$ cat config.mk
export PLATFORM = sky130hd
export DESIGN_NAME = fixed_point_divider
export DESIGN_NICKNAME = d
export VERILOG_FILES = /design/src/rtl/fixed_point_divider.sv
export SDC_FILE = /design/constraint.sdc
export NUM_CORES = 1
export LEC_CHECK = 0
export ABC_AREA = 1
export BUFFER_PORTS_ARGS = -buffer_cell sky130_fd_sc_hd__buf_2
export CORE_UTILIZATION = 45
export CTS_BUF_LIST = sky130_fd_sc_hd__clkbuf_16
export DETAILED_ROUTE_END_ITERATION = 12
export PLACE_DENSITY = 0.72
export SKIP_CTS_REPAIR_TIMING = 1
export SLEW_MARGIN = 10
export SYNTH_ARGS = -nofsm -noshare
export SYNTH_HDL_FRONTEND = slang
export SYNTH_SLANG_ARGS = --single-unit
export TNS_END_PERCENT = 20
$ cat constraint.sdc
create_clock -name clk -period 7 [get_ports clk]
set_input_delay 1.4 -clock clk [delete_from_list [all_inputs] [get_ports clk]]
set_output_delay 1.4 -clock clk [all_outputs]
set_load 0.03 [all_outputs]
$ cat src/rtl/fixed_point_divider.sv
// ---------------------------------------------------------------------------
// fixed_point_divider
//
// Sequential signed fixed-point divider for the fixed-point unit. It computes
// dividend / divisor in Q(WIDTH-FBITS).FBITS two's-complement format, the
// inverse of the FPU multiplier. The core is a radix-2 restoring divider that
// works on magnitudes and produces one quotient bit per clock. A final cycle
// then applies the sign, saturation and status flags.
//
// Ports:
//   clk          rising-edge clock
//   reset        asynchronous, active-high reset
//   start        division request, sampled only while idle
//   dividend     signed fixed-point numerator (captured on the start edge)
//   divisor      signed fixed-point denominator (captured on the start edge)
//   quotient     signed fixed-point result, truncated toward zero, saturated
//   remainder    remainder of (|dividend| << FBITS) / |divisor|, sign of dividend
//   busy         high while a division is in progress
//   ready        result valid; held until the next accepted start
//   div_by_zero  last result came from a zero divisor
//   overflow     last quotient was saturated
//
// Timing: a start accepted at edge k gives ready after edge k+N+1, where
// N = WIDTH+FBITS. A zero divisor skips the iterations, so ready follows
// after edge k+1.
// ---------------------------------------------------------------------------
module fixed_point_divider #(
  parameter int WIDTH = 32,
  parameter int FBITS = 10
) (
  input  logic             clk,
  input  logic             reset,
  input  logic             start,
  input  logic [WIDTH-1:0] dividend,
  input  logic [WIDTH-1:0] divisor,
  output logic [WIDTH-1:0] quotient,
  output logic [WIDTH-1:0] remainder,
  output logic             busy,
  output logic             ready,
  output logic             div_by_zero,
  output logic             overflow
);

  // N quotient bits are developed: the numerator is pre-scaled by 2^FBITS.
  localparam int N     = WIDTH + FBITS;
  localparam int CNT_W = $clog2(N);
  localparam int RW    = WIDTH + 1;   // partial remainder width
  localparam int TW    = WIDTH + 2;   // trial (shifted remainder) width

  localparam logic [CNT_W-1:0] LAST_ITER = CNT_W'(N - 1);

  // Largest magnitudes representable for positive and negative results.
  localparam logic [N-1:0] POS_LIMIT = {{(N-WIDTH+1){1'b0}}, {(WIDTH-1){1'b1}}};
  localparam logic [N-1:0] NEG_LIMIT = {{(N-WIDTH){1'b0}}, 1'b1, {(WIDTH-1){1'b0}}};

  localparam logic [WIDTH-1:0] MOST_POS = {1'b0, {(WIDTH-1){1'b1}}};
  localparam logic [WIDTH-1:0] MOST_NEG = {1'b1, {(WIDTH-1){1'b0}}};

  typedef enum logic [1:0] {
    IDLE,
    CALC,
    SIGN
  } state_t;

  state_t            state_reg,       state_next;
  logic [CNT_W-1:0]  cnt_reg,         cnt_next;
  logic [N-1:0]      num_reg,         num_next;
  logic [N-1:0]      quo_reg,         quo_next;
  logic [RW-1:0]     rem_reg,         rem_next;
  logic [WIDTH-1:0]  dvsr_reg,        dvsr_next;
  logic              neg_dvd_reg,     neg_dvd_next;
  logic              neg_quo_reg,     neg_quo_next;
  logic              dz_pend_reg,     dz_pend_next;
  logic [WIDTH-1:0]  quotient_reg,    quotient_next;
  logic [WIDTH-1:0]  remainder_reg,   remainder_next;
  logic              busy_reg,        busy_next;
  logic              ready_reg,       ready_next;
  logic              div_by_zero_reg, div_by_zero_next;
  logic              overflow_reg,    overflow_next;

  // Operand magnitudes. The unsigned WIDTH-bit result of negating the most
  // negative value is exactly 2^(WIDTH-1), so no wrap can occur here.
  logic [WIDTH-1:0] dvd_mag;
  logic [WIDTH-1:0] dvsr_mag;

  assign dvd_mag  = dividend[WIDTH-1] ? -dividend : dividend;
  assign dvsr_mag = divisor[WIDTH-1]  ? -divisor  : divisor;

  // Restoring step: bring down the next numerator bit, then do a trial subtract.
  logic [TW-1:0] trial;
  logic [TW-1:0] dvsr_ext;
  logic          trial_ge;

  assign trial    = {rem_reg, num_reg[N-1]};
  assign dvsr_ext = {2'b00, dvsr_reg};
  assign trial_ge = (trial >= dvsr_ext);

  // Saturation tests on the unsigned quotient magnitude.
  logic pos_ovf;
  logic neg_ovf;

  assign pos_ovf = (quo_reg > POS_LIMIT);
  assign neg_ovf = (quo_reg > NEG_LIMIT);

  always_ff @(posedge clk or posedge reset) begin
    if (reset) begin
      state_reg       <= IDLE;
      cnt_reg         <= '0;
      num_reg         <= '0;
      quo_reg         <= '0;
      rem_reg         <= '0;
      dvsr_reg        <= '0;
      neg_dvd_reg     <= 1'b0;
      neg_quo_reg     <= 1'b0;
      dz_pend_reg     <= 1'b0;
      quotient_reg    <= '0;
      remainder_reg   <= '0;
      busy_reg        <= 1'b0;
      ready_reg       <= 1'b0;
      div_by_zero_reg <= 1'b0;
      overflow_reg    <= 1'b0;
    end else begin
      state_reg       <= state_next;
      cnt_reg         <= cnt_next;
      num_reg         <= num_next;
      quo_reg         <= quo_next;
      rem_reg         <= rem_next;
      dvsr_reg        <= dvsr_next;
      neg_dvd_reg     <= neg_dvd_next;
      neg_quo_reg     <= neg_quo_next;
      dz_pend_reg     <= dz_pend_next;
      quotient_reg    <= quotient_next;
      remainder_reg   <= remainder_next;
      busy_reg        <= busy_next;
      ready_reg       <= ready_next;
      div_by_zero_reg <= div_by_zero_next;
      overflow_reg    <= overflow_next;
    end
  end

  always_comb begin
    state_next       = state_reg;
    cnt_next         = cnt_reg;
    num_next         = num_reg;
    quo_next         = quo_reg;
    rem_next         = rem_reg;
    dvsr_next        = dvsr_reg;
    neg_dvd_next     = neg_dvd_reg;
    neg_quo_next     = neg_quo_reg;
    dz_pend_next     = dz_pend_reg;
    quotient_next    = quotient_reg;
    remainder_next   = remainder_reg;
    busy_next        = busy_reg;
    ready_next       = ready_reg;
    div_by_zero_next = div_by_zero_reg;
    overflow_next    = overflow_reg;

    unique case (state_reg)
      IDLE: begin
        if (start) begin
          neg_dvd_next     = dividend[WIDTH-1];
          neg_quo_next     = dividend[WIDTH-1] ^ divisor[WIDTH-1];
          dvsr_next        = dvsr_mag;
          num_next         = {dvd_mag, {FBITS{1'b0}}};
          quo_next         = '0;
          rem_next         = '0;
          cnt_next         = '0;
          ready_next       = 1'b0;
          div_by_zero_next = 1'b0;
          overflow_next    = 1'b0;
          if (divisor == '0) begin
            // No iterations are needed; the result is fixed by the dividend sign.
            dz_pend_next = 1'b1;
            state_next   = SIGN;
          end else begin
            dz_pend_next = 1'b0;
            busy_next    = 1'b1;
            state_next   = CALC;
          end
        end
      end

      CALC: begin
        // The partial remainder stays below |divisor|, so whenever the
        // subtraction is skipped the trial value already fits in RW bits.
        if (trial_ge) begin
          rem_next = RW'(trial - dvsr_ext);
        end else begin
          rem_next = trial[RW-1:0];
        end
        quo_next = {quo_reg[N-2:0], trial_ge};
        num_next = {num_reg[N-2:0], 1'b0};
        if (cnt_reg == LAST_ITER) begin
          state_next = SIGN;
        end else begin
          cnt_next = cnt_reg + CNT_W'(1);
        end
      end

      SIGN: begin
        if (dz_pend_reg) begin
          quotient_next    = neg_dvd_reg ? MOST_NEG : MOST_POS;
          remainder_next   = '0;
          div_by_zero_next = 1'b1;
          overflow_next    = 1'b0;
        end else begin
          div_by_zero_next = 1'b0;
          if (!neg_quo_reg) begin
            overflow_next = pos_ovf;
            quotient_next = pos_ovf ? MOST_POS : quo_reg[WIDTH-1:0];
          end else begin
            // A magnitude of exactly 2^(WIDTH-1) negates cleanly to MOST_NEG.
            overflow_next = neg_ovf;
            quotient_next = neg_ovf ? MOST_NEG : -quo_reg[WIDTH-1:0];
          end
          remainder_next = neg_dvd_reg ? -rem_reg[WIDTH-1:0] : rem_reg[WIDTH-1:0];
        end
        dz_pend_next = 1'b0;
        ready_next   = 1'b1;
        busy_next    = 1'b0;
        state_next   = IDLE;
      end

      default: begin
        state_next = IDLE;
      end
    endcase
  end

  assign quotient    = quotient_reg;
  assign remainder   = remainder_reg;
  assign busy        = busy_reg;
  assign ready       = ready_reg;
  assign div_by_zero = div_by_zero_reg;
  assign overflow    = overflow_reg;

endmodule

After elaboration in Yosys (flattened, before gate mapping):

Cells that the tools add are included.

* bits of input ports: 67
* output and inout bits: 68
* logic and storage cells: 78
* flip-flop bits (word level): 228

* equality and inequality tests: 7
* bitwise gates (word level): 1
* add/sub/neg operators: 6
* muxes and demuxes: 36
* reductions and logical operators: 10
* order comparisons: 3

Operators with widths (count)
* 32-bit 2-to-1 mux: 9
* 42-bit one-hot mux with 2 select lines: 2
* 32-bit negator: 4
* 42-bit 2-to-1 mux: 2
* 33-bit 2-to-1 mux: 2
* 33-bit one-hot mux with 2 select lines: 1
* 42-bit by 31-bit greater-than comparator with 1-bit output, second input constant: 1
* 42-bit by 32-bit greater-than comparator with 1-bit output, second input constant: 1
* 34-bit by 32-bit greater-or-equal comparator with 1-bit output: 1
* 33-bit by 32-bit subtractor with 33-bit output: 1
* 32-bit logical NOT: 1
* 6-bit 2-to-1 mux: 2
* 6-bit one-hot mux with 2 select lines: 1
* 1-bit one-hot mux with 2 select lines: 5
* 1-bit 2-to-1 mux: 8
* 2-bit != test, second input constant: 4
* 2-bit AND reduction: 4
* 6-bit by 1-bit adder with 6-bit output, second input constant: 1
* 6-bit equality test, second input constant: 1
* 2-bit 2-to-1 mux: 3
* 3-bit AND reduction: 2
* 2-bit one-hot mux with 2 select lines: 1
* 2-bit nonzero test: 2
* 2-bit by 1-bit equality test with 1-bit output, second input constant: 1
* other kinds (3): 3

Logic depth before layout (Yosys ltp):

Gate-level depths: netlist of the first run.

* depth after elaboration: 4
* mapped depth: 17
* mapped depth without buffers: 16

Worst setup path after synthesis of the first run:

No wires, ideal clock.

* kind: in2reg
* start: input port divisor[1]
* end: register dvsr_reg[20]
* setup time: 128 ps
* cell stages on the path: 10
* slack: 4265 ps
* path buffers: 0
* required time: 6872 ps
* data arrival time: 2608 ps
* cells stage by stage: inv_1 ha_1 nand4_1 nor2_1 nand3_1 or2_1 nand2_1 nand2_1 nand3_1 o21ai_1

* longest elaborated chain between the ends: 2

Ends and longest elaborated chain
* start: declaration: RTL line 35 `input logic [WIDTH-1:0] divisor,`
* 32-bit negator: RTL line 87 `assign dvsr_mag = divisor[WIDTH-1] ? -divisor : divisor;`
* 32-bit 2-to-1 mux: RTL line 87
* end signal: assignment: RTL line 128 `dvsr_reg <= dvsr_next;`
* end: declaration: RTL line 70 `logic [WIDTH-1:0] dvsr_reg, dvsr_next;`

No other way between the ends.
A chain may end at the register's enable or synchronous reset.

Worst setup path after layout of the first run:

* start: register num_reg[41]
* end: register quo_reg[0]

* longest elaborated chain between the ends: 2

Ends and longest elaborated chain
* start: declaration: RTL line 67 `logic [N-1:0] num_reg, num_next;`
* start signal: assignment: RTL line 125 `num_reg <= num_next;`
* 34-bit by 32-bit greater-or-equal comparator with 1-bit output: RTL line 96 `assign trial_ge = (trial >= dvsr_ext);`
* 42-bit one-hot mux with 2 select lines: RTL line 158 `unique case (state_reg)`
* end signal: assignment: RTL line 126 `quo_reg <= quo_next;`
* end: declaration: RTL line 68 `logic [N-1:0] quo_reg, quo_next;`

No other way between the ends.

==> results of run 1 <==
## routing by layer
layer | share of wire | vias up | track usage
met4 | 0.036 | 0 | 0.0974
met1 | 0.44 | 7303 | 0.375
li1 | - | 7711 | -
met3 | 0.069 | 112 | 0.0402
met5 | 0 | - | 0
met2 | 0.46 | 576 | 0.451
## cell usage in the layout, fill, tap and decap left out, types with 8 or more instances in the layout
| cell | n |
|---|---|
| o21ai_0 | 139 |
| nand4_1 | 45 |
| dfrtp_1 | 218 |
| buf_4 | 11 |
| o221ai_1 | 9 |
| xor2_1 | 45 |
| nor3_1 | 19 |
| xnor2_1 | 16 |
| nand2_1 | 726 |
| o22ai_1 | 53 |
| clkbuf_16 | 26 |
| o21ai_1 | 34 |
| nand3_1 | 226 |
| buf_2 | 134 |
| inv_1 | 309 |
| o211ai_1 | 8 |
| a21oi_1 | 89 |
| nor2_1 | 196 |
| nor2_2 | 8 |
| ha_1 | 38 |
## cell usage after synthesis, drive strengths merged, types with 38 or more instances
master | count | area [um^2]
a21oi | 89 | 445
nand4 | 45 | 282
nor2 | 210 | 838
inv | 309 | 1160
xor2 | 45 | 394
nand3 | 230 | 1170
nand2 | 736 | 2800
o21ai | 173 | 866
o22ai | 53 | 332
ha | 38 | 475
clkbuf | 60 | 225
dfrtp | 218 | 5460
## stage by stage
stage / std cells / hold WS (ns) / cell area (um^2) / setup slack (ns)
2_1_floorplan: 2331 / 0.444 / 15300 / 2.76
3_3_place_gp: 2837 / 0.460 / 16300 / 3.40
3_5_place_dp: 2837 / 0.462 / 16300 / 3.34
4_1_cts: 2880 / 0.478 / 17100 / 3.28
5_1_grt: 2880 / 0.494 / 17100 / 2.97
6_report: 2882 / 0.479 / 17100 / 3.21
## worst min-delay path, stage by stage, from the launching register on
cell,delay (ns)
dfrtp_1,0.34
nand2_1,0.06
nand2_1,0.05
## cells by family after synthesis
family | synth area share
buf+inv | 0.102
xor+xnor | 0.0348
compound gates | 0.126
simple gates | 0.350
flops | 0.356
fa+ha+maj | 0.0323
## worst paths after layout
| check | startpoint | end | cells after the start | slack [ns] |
|---|---|---|---|---|
| setup / recovery | num_reg[41] | quo_reg[0] | 12 | 3.21 |
| hold / removal | remainder[31] | remainder[31] | 2 | 0.48 |
| setup reg to reg | num_reg[41] | quo_reg[0] | 12 | 3.21 |
| hold reg to reg | remainder[31] | remainder[31] | 2 | 0.48 |
| max in group asynchronous | reset | rem_reg[11] | 3 | 4.50 |
| min in group asynchronous | reset | num_reg[37] | 2 | 0.99 |
## area by class of cell
type	instances	area [um^2]	area share
diodes	2	5.00	0.000293
clock buffers	26	651	0.0381
clock inverters	17	125	0.00732
inverters	310	1170	0.0683
multi-input cells	1715	8350	0.489
flip-flops and latches	218	5460	0.319
well taps	448	561	0.0328
repair buffers	146	773	0.0453
==> results_dict.tcl, run 1 <==
set metrics [dict create \
    cp_max_fo 32 \
    status "finished clean" \
    drt-vias-per-instance 5.45 \
    htreeDepth 1 \
    port_buffers 134 \
    finalWirelength_um 48700 \
    syn_area_per_cell_um2 6.58 \
    detailedRoute.firstPassIterationCount 6 \
    worstSkewPairLatency_ns 0.56 \
    criticalPathCategory "register to register" \
    postSynth.asyncResetShare 1.00 \
    wire_per_inst_um 16.9 \
    fp.dieH_um 187 \
    ys_warn_count 0 \
    setup_viol 0 \
    syn_area_um2 15300 \
    path_buf_inv 2 \
    maxSlewViolCount 0 \
    hold_viol_final 0 \
    min_period_ns 3.79 \
    layout-drive-gt1-share 0.0900 \
    fin_skew_ns 0.0444 \
    required_ns 7.37 \
    slowest_delay_ns 0.88 \
    cap_violations 0 \
    end_kind "register" \
    crit_arrival_ns 4.16 \
    maxSlewHeadroom 0.190 \
    grt_max_degree 184 \
    initial_core_util 0.457 \
    worst_slew_pin_slew_ns 1.21 \
    ant_nets 0 \
    critical_path.cell_chain "inv_1, ha_1, inv_1, fa_1, nand3_1, nand3_2, nand2_1, nand2_1, nand2_1, nand2_4, nand2_1, o21ai_0" \
    fmax_ghz 0.264 \
    cpMaxStageDelayCell "nand2_1" \
    start_kind "register" \
    clockBufferDepth 3 \
    finalCritPeriodShare 0.542 \
    area_growth_pct 11.4 \
    largest_register_ffs 42 \
    synth_edf_count 0 \
    place_hpwl_um 36700 \
    drtIter0Drc 1424 \
    crit_top_cell "nand2_1" \
    die_x_um 187 \
    synth_cell_types 46 \
    cts_buffers 26 \
    ioPinCount 135 \
    grt_pass1_vias 14600 \
    crit_family "simple AND/OR/NAND/NOR gates" \
    core_area_um2 33500 \
    ys_seq_area_frac 0.356 \
    cts_tree "built" \
    antenna_found_initial 2 \
    num-fill-cells 3469 \
    syn_inst 2331 \
    gp_congestion 1.06 \
    drc 0 \
    clock-root-buffer "clkbuf_16" \
    fin_tns_setup_ns 0 \
    grtUsageTotal 0.277 \
    ys_seq_elements 218 \
    cts.clk_slew.worst_paths_ns 0.06 \
    hold_path_class "register to register" \
    synth-main-ff-cell "dfrtp_1" \
    rsz0062_at_grt "false" \
    grt_overflow 0 \
    die-area_um2 34800 \
    vias 15700 \
    grt_pass1_wl_um 77900 \
    syn_nets 2437 \
    rows 67 \
    final_util 0.510 \
    cts.sinks 218 \
    fin_nets 2523 \
]
Power of run 1 is left out: the tool's default activity adds up to more than one toggle a clock period on the data nets, which glitch-free logic cannot reach.
==> run 2, diff against run 1 <==
--- a/config.mk
+++ b/config.mk
@@ -10,7 +10,7 @@
 export CORE_UTILIZATION = 45
 export CTS_BUF_LIST = sky130_fd_sc_hd__clkbuf_16
 export DETAILED_ROUTE_END_ITERATION = 12
-export PLACE_DENSITY = 0.72
+export PLACE_DENSITY = 0.7
 export SKIP_CTS_REPAIR_TIMING = 1
 export SLEW_MARGIN = 10
 export SYNTH_ARGS = -nofsm -noshare
==> constraint.sdc (replaced) <==
create_clock -name clk -period 3.5 [get_ports clk]
set_input_delay 0.7 -clock clk [delete_from_list [all_inputs] [get_ports clk]]
set_output_delay 0.7 -clock clk [all_outputs]
set_load 0.03 [all_outputs]
==> results_dict.tcl, run 2 (synthesized netlist as in run 1, its figures left out) <==
set metrics [dict create \
    antenna_found_initial 5 \
    fin_nets 2540 \
    grt_max_degree 92 \
    grt_overflow 0 \
    area_growth_pct 13.0 \
    path_buf_inv 4 \
    layout-drive-gt1-share 0.0998 \
    layout_commonest_cell "nand2_1" \
    fp.dieH_um 187 \
    die_x_um 187 \
    hold_path_class "input port to async pin" \
    cap_violations 0 \
    r2r_cells 15 \
    detailedRoute.firstPassIterationCount 5 \
    core_area_um2 33500 \
    crit_top_cell "nand2_1" \
    place_hpwl_um 38700 \
    clockBufferDepth 3 \
    crit_start "num_reg[41]" \
    htreeDepth 1 \
    maxSlewHeadroom 0.350 \
    ff2ff_setup_slack_ns 0.67 \
    vias 15800 \
    cts_buffers 27 \
    ioPinCount 135 \
    cts.sinks 218 \
    cp_max_fo 30 \
    finalWirelength_um 50400 \
    hold_viol_final 0 \
    initial_core_util 0.457 \
    largest_register_ffs 42 \
    drc 0 \
    final_cell_mix "nand2_1, inv_1, nand3_1, dfrtp_1, nor2_1" \
    cts_tree "built" \
    drtIter0Drc 1219 \
    crit_cells 15 \
    cts.clk_slew.worst_paths_ns 0.06 \
    worst_slew_pin_slew_ns 0.972 \
    grtUsageTotal 0.289 \
    rr_startpoint "num_reg[41]" \
    wire_per_inst_um 17.4 \
    rows 67 \
    clock-root-buffer "clkbuf_16" \
    criticalPathCategory "register to register" \
    fin_skew_ns 0.0213 \
    ant_nets 0 \
    critical_path.cell_chain "inv_1, ha_1, inv_1, fa_1, nand3_1, nand3_2, nand2_1, nand2_1, nand2_1, buf_4, nand3_1, nand2_1, inv_1, nand2_1, nand2_1" \
    slowest_delay_ns 0.46 \
    die-area_um2 34800 \
    rsz0062_at_grt "false" \
    required_ns 3.94 \
    setup_viol 0 \
    cpMaxStageDelayCell "fa_1" \
    reg2reg_to "rem_reg[29]" \
    end_kind "register" \
    drt-vias-per-instance 5.45 \
    maxSlewViolCount 0 \
    finalCritPeriodShare 0.808 \
    min_period_ns 2.83 \
    start_kind "register" \
    fin_cells 2905 \
    status "finished clean" \
    gp_congestion 0.971 \
    crit_family "simple AND/OR/NAND/NOR gates" \
    worstSkewPairLatency_ns 0.56 \
    fmax_ghz 0.354 \
    grt_pass1_vias 15000 \
    port_buffers 134 \
    placed_cells 2853 \
    grt_pass1_wl_um 80900 \
    crit_arrival_ns 3.27 \
]
run 2: final cells by class:
cell class / instances / area, um^2
Antenna cell: 3 / 7.51
Clock buffer: 27 / 676
Clock inverter: 22 / 190
Fill cell: 3468 / 16200
Inverter: 310 / 1170
Multi-Input combinational cell: 1715 / 8350
Sequential cell: 218 / 5460
Tap cell: 448 / 561
Timing Repair Buffer: 162 / 931
run 2: worst max path at each step:
stage                        to
floorplan                  busy
global placement    rem_reg[30]
detailed placement  rem_reg[30]
CTS                 rem_reg[30]
global route        rem_reg[29]
finish              rem_reg[29]
run 2: through the flow:
stage | area [um^2] | utilization | hold slack [ns] | TNS, ns | setup slack (ns)
6_report | 17300 | 0.517 | 0.354 | 0 | 0.672
5_1_grt | 17300 | 0.517 | 0.415 | 0 | 0.529
3_5_place_dp | 16500 | 0.491 | 0.460 | 0 | 0.747
2_1_floorplan | 15300 | - | 0.444 | -8.74 | -0.0401
3_3_place_gp | 16500 | 0.491 | 0.452 | 0 | 0.748
4_1_cts | 17300 | 0.517 | 0.369 | 0 | 0.721
run 2: routing by layer:
| layer | track usage | wire [um] | vias to the layer above |
|---|---|---|---|
| met5 | 0 | 27 | - |
| met4 | 0.101 | 1790 | 4 |
| met3 | 0.0425 | 3200 | 116 |
| met2 | 0.475 | 23400 | 544 |
| met1 | 0.388 | 22000 | 7407 |
| li1 | - | - | 7759 |
Power of run 2 is left out for the same reason.
==> run 3, diff against run 2 <==
==> constraint.sdc (replaced) <==
create_clock -name clk -period 2.8 [get_ports clk]
set_input_delay 0.56 -clock clk [delete_from_list [all_inputs] [get_ports clk]]
set_output_delay 0.56 -clock clk [all_outputs]
set_load 0.03 [all_outputs]
==> results_dict.tcl, run 3 (synthesized netlist as in run 1, its figures left out) <==
set metrics [dict create \
    port_buffers 134 \
    drtIter0Drc 1177 \
    die_x_um 187 \
    end_kind "register" \
    worstSkewPairLatency_ns 0.55 \
    fp.dieH_um 187 \
    critical_path.cell_chain "ha_1, nand2_1, inv_1, nand2_1, nand2_1, a21oi_1, nor2_1, nor2_4, buf_4, nand3_1, nand3_1, o21ai_0" \
    criticalPathCategory "register to register" \
    grt_overflow 0 \
    crit_start "rem_reg[20]" \
    cts_tree "built" \
    vias 16000 \
    status "finished clean" \
    grt_pass1_wl_um 82400 \
    initial_core_util 0.457 \
    die-area_um2 34800 \
    clockBufferDepth 3 \
    ant_nets 0 \
    min_period_ns 2.67 \
    setup_viol 0 \
    maxSlewHeadroom 0.375 \
    grtUsageTotal 0.295 \
    hold_path_class "input port to async pin" \
    fmax_ghz 0.375 \
    detailedRoute.firstPassIterationCount 6 \
    cp_max_fo 20 \
    fin_tns_setup_ns 0 \
    place_hpwl_um 39900 \
    slowest_delay_ns 0.52 \
    fin_hold_ws_ns 0.169 \
    maxSlewViolCount 0 \
    wire_per_inst_um 17.7 \
    fin_skew_ns 0.0250 \
    start_kind "register" \
    worst_slew_pin_slew_ns 0.936 \
    rr_startpoint "rem_reg[20]" \
    clock-root-buffer "clkbuf_16" \
    finalCritPeriodShare 0.953 \
    cap_violations 0 \
    rsz0062_at_grt "false" \
    drc 0 \
    required_ns 3.19 \
    final_util 0.523 \
    cpMaxStageDelayCell "dfrtp_1" \
    grt_pass1_vias 15000 \
    rows 67 \
    finalWirelength_um 51800 \
    cts.clk_slew.worst_paths_ns 0.06 \
    layout_commonest_cell "nand2_1" \
    fin_nets 2560 \
    drt-vias-per-instance 5.49 \
    area_growth_pct 14.3 \
    crit_top_cell "nand2_1" \
    hold_viol_final 0 \
    postPlaceCellArea_um2 16700 \
    crit_arrival_ns 3.06 \
    antenna_found_initial 4 \
    final_cell_mix "nand2_1, inv_1, nand3_1, dfrtp_1, nor2_1" \
    ioPinCount 135 \
    cts.sinks 218 \
    largest_register_ffs 42 \
    core_area_um2 33500 \
    r2r_cells 12 \
    gp_congestion 1.02 \
    layout-drive-gt1-share 0.108 \
    htreeDepth 1 \
    grt_max_degree 92 \
    cts_buffers 25 \
    final_area_um2 17500 \
]
==> run 3: cell count changes in the layout (fill, tap and decap cells not counted), moves of 2 or more <==
cell       previous run  this run
nor2_2                8        11
clkinv_4              4         0
clkbuf_16            27        25
buf_4                24        42
ha_1                 38        36
bufinv_16             2         4
buf_12                4         7
ha_2                  0         2
nor2_1              196       193
==> run 3: stage by stage <==
stage / setup slack [ns] / std cells
after detailed placement: 0.140 / 2875
after floorplan: -0.600 / 2331
after CTS: 0.110 / 2919
after global placement: 0.141 / 2875
after global routing: 0.0268 / 2920
final: 0.132 / 2922
==> run 3: area by class of cell <==
| class | count | area, um^2 |
|---|---|---|
| sequential | 218 | 5460 |
| clock buffer | 25 | 626 |
| clock inverter | 19 | 204 |
| inverter | 310 | 1170 |
| antenna | 3 | 7.51 |
| multi-input combinational | 1715 | 8370 |
| timing repair buffer | 184 | 1140 |
| fill | 3438 | 16000 |
| tap | 448 | 561 |
==> run 3: critical path: cells and delay by family, from the launching register on <==
kind	cells	cell delay, ns
simple gates	7	0.88
buf+inv	2	0.33
flops	1	0.52
compound gates	2	0.33
fa+ha+maj	1	0.42
==> run 3: worst paths after layout <==
path,endpoint,slack (ns)
min in group clk,num_reg[10],0.33
max in group asynchronous,dvsr_reg[23],1.78
min,dvsr_reg[21],0.17
max reg2reg,rem_reg[5],0.13
max,rem_reg[5],0.13
min reg2reg,ready,0.47
==> run 3: metal layers <==
layer	global-route usage	share of wire	up-vias
met4	0.104	0.036	2
met2	0.495	0.47	531
met1	0.394	0.44	7614
met3	0.0329	0.054	106
li1	-	-	7784
met5	0	0.00015	-
Power of run 3 is left out for the same reason.
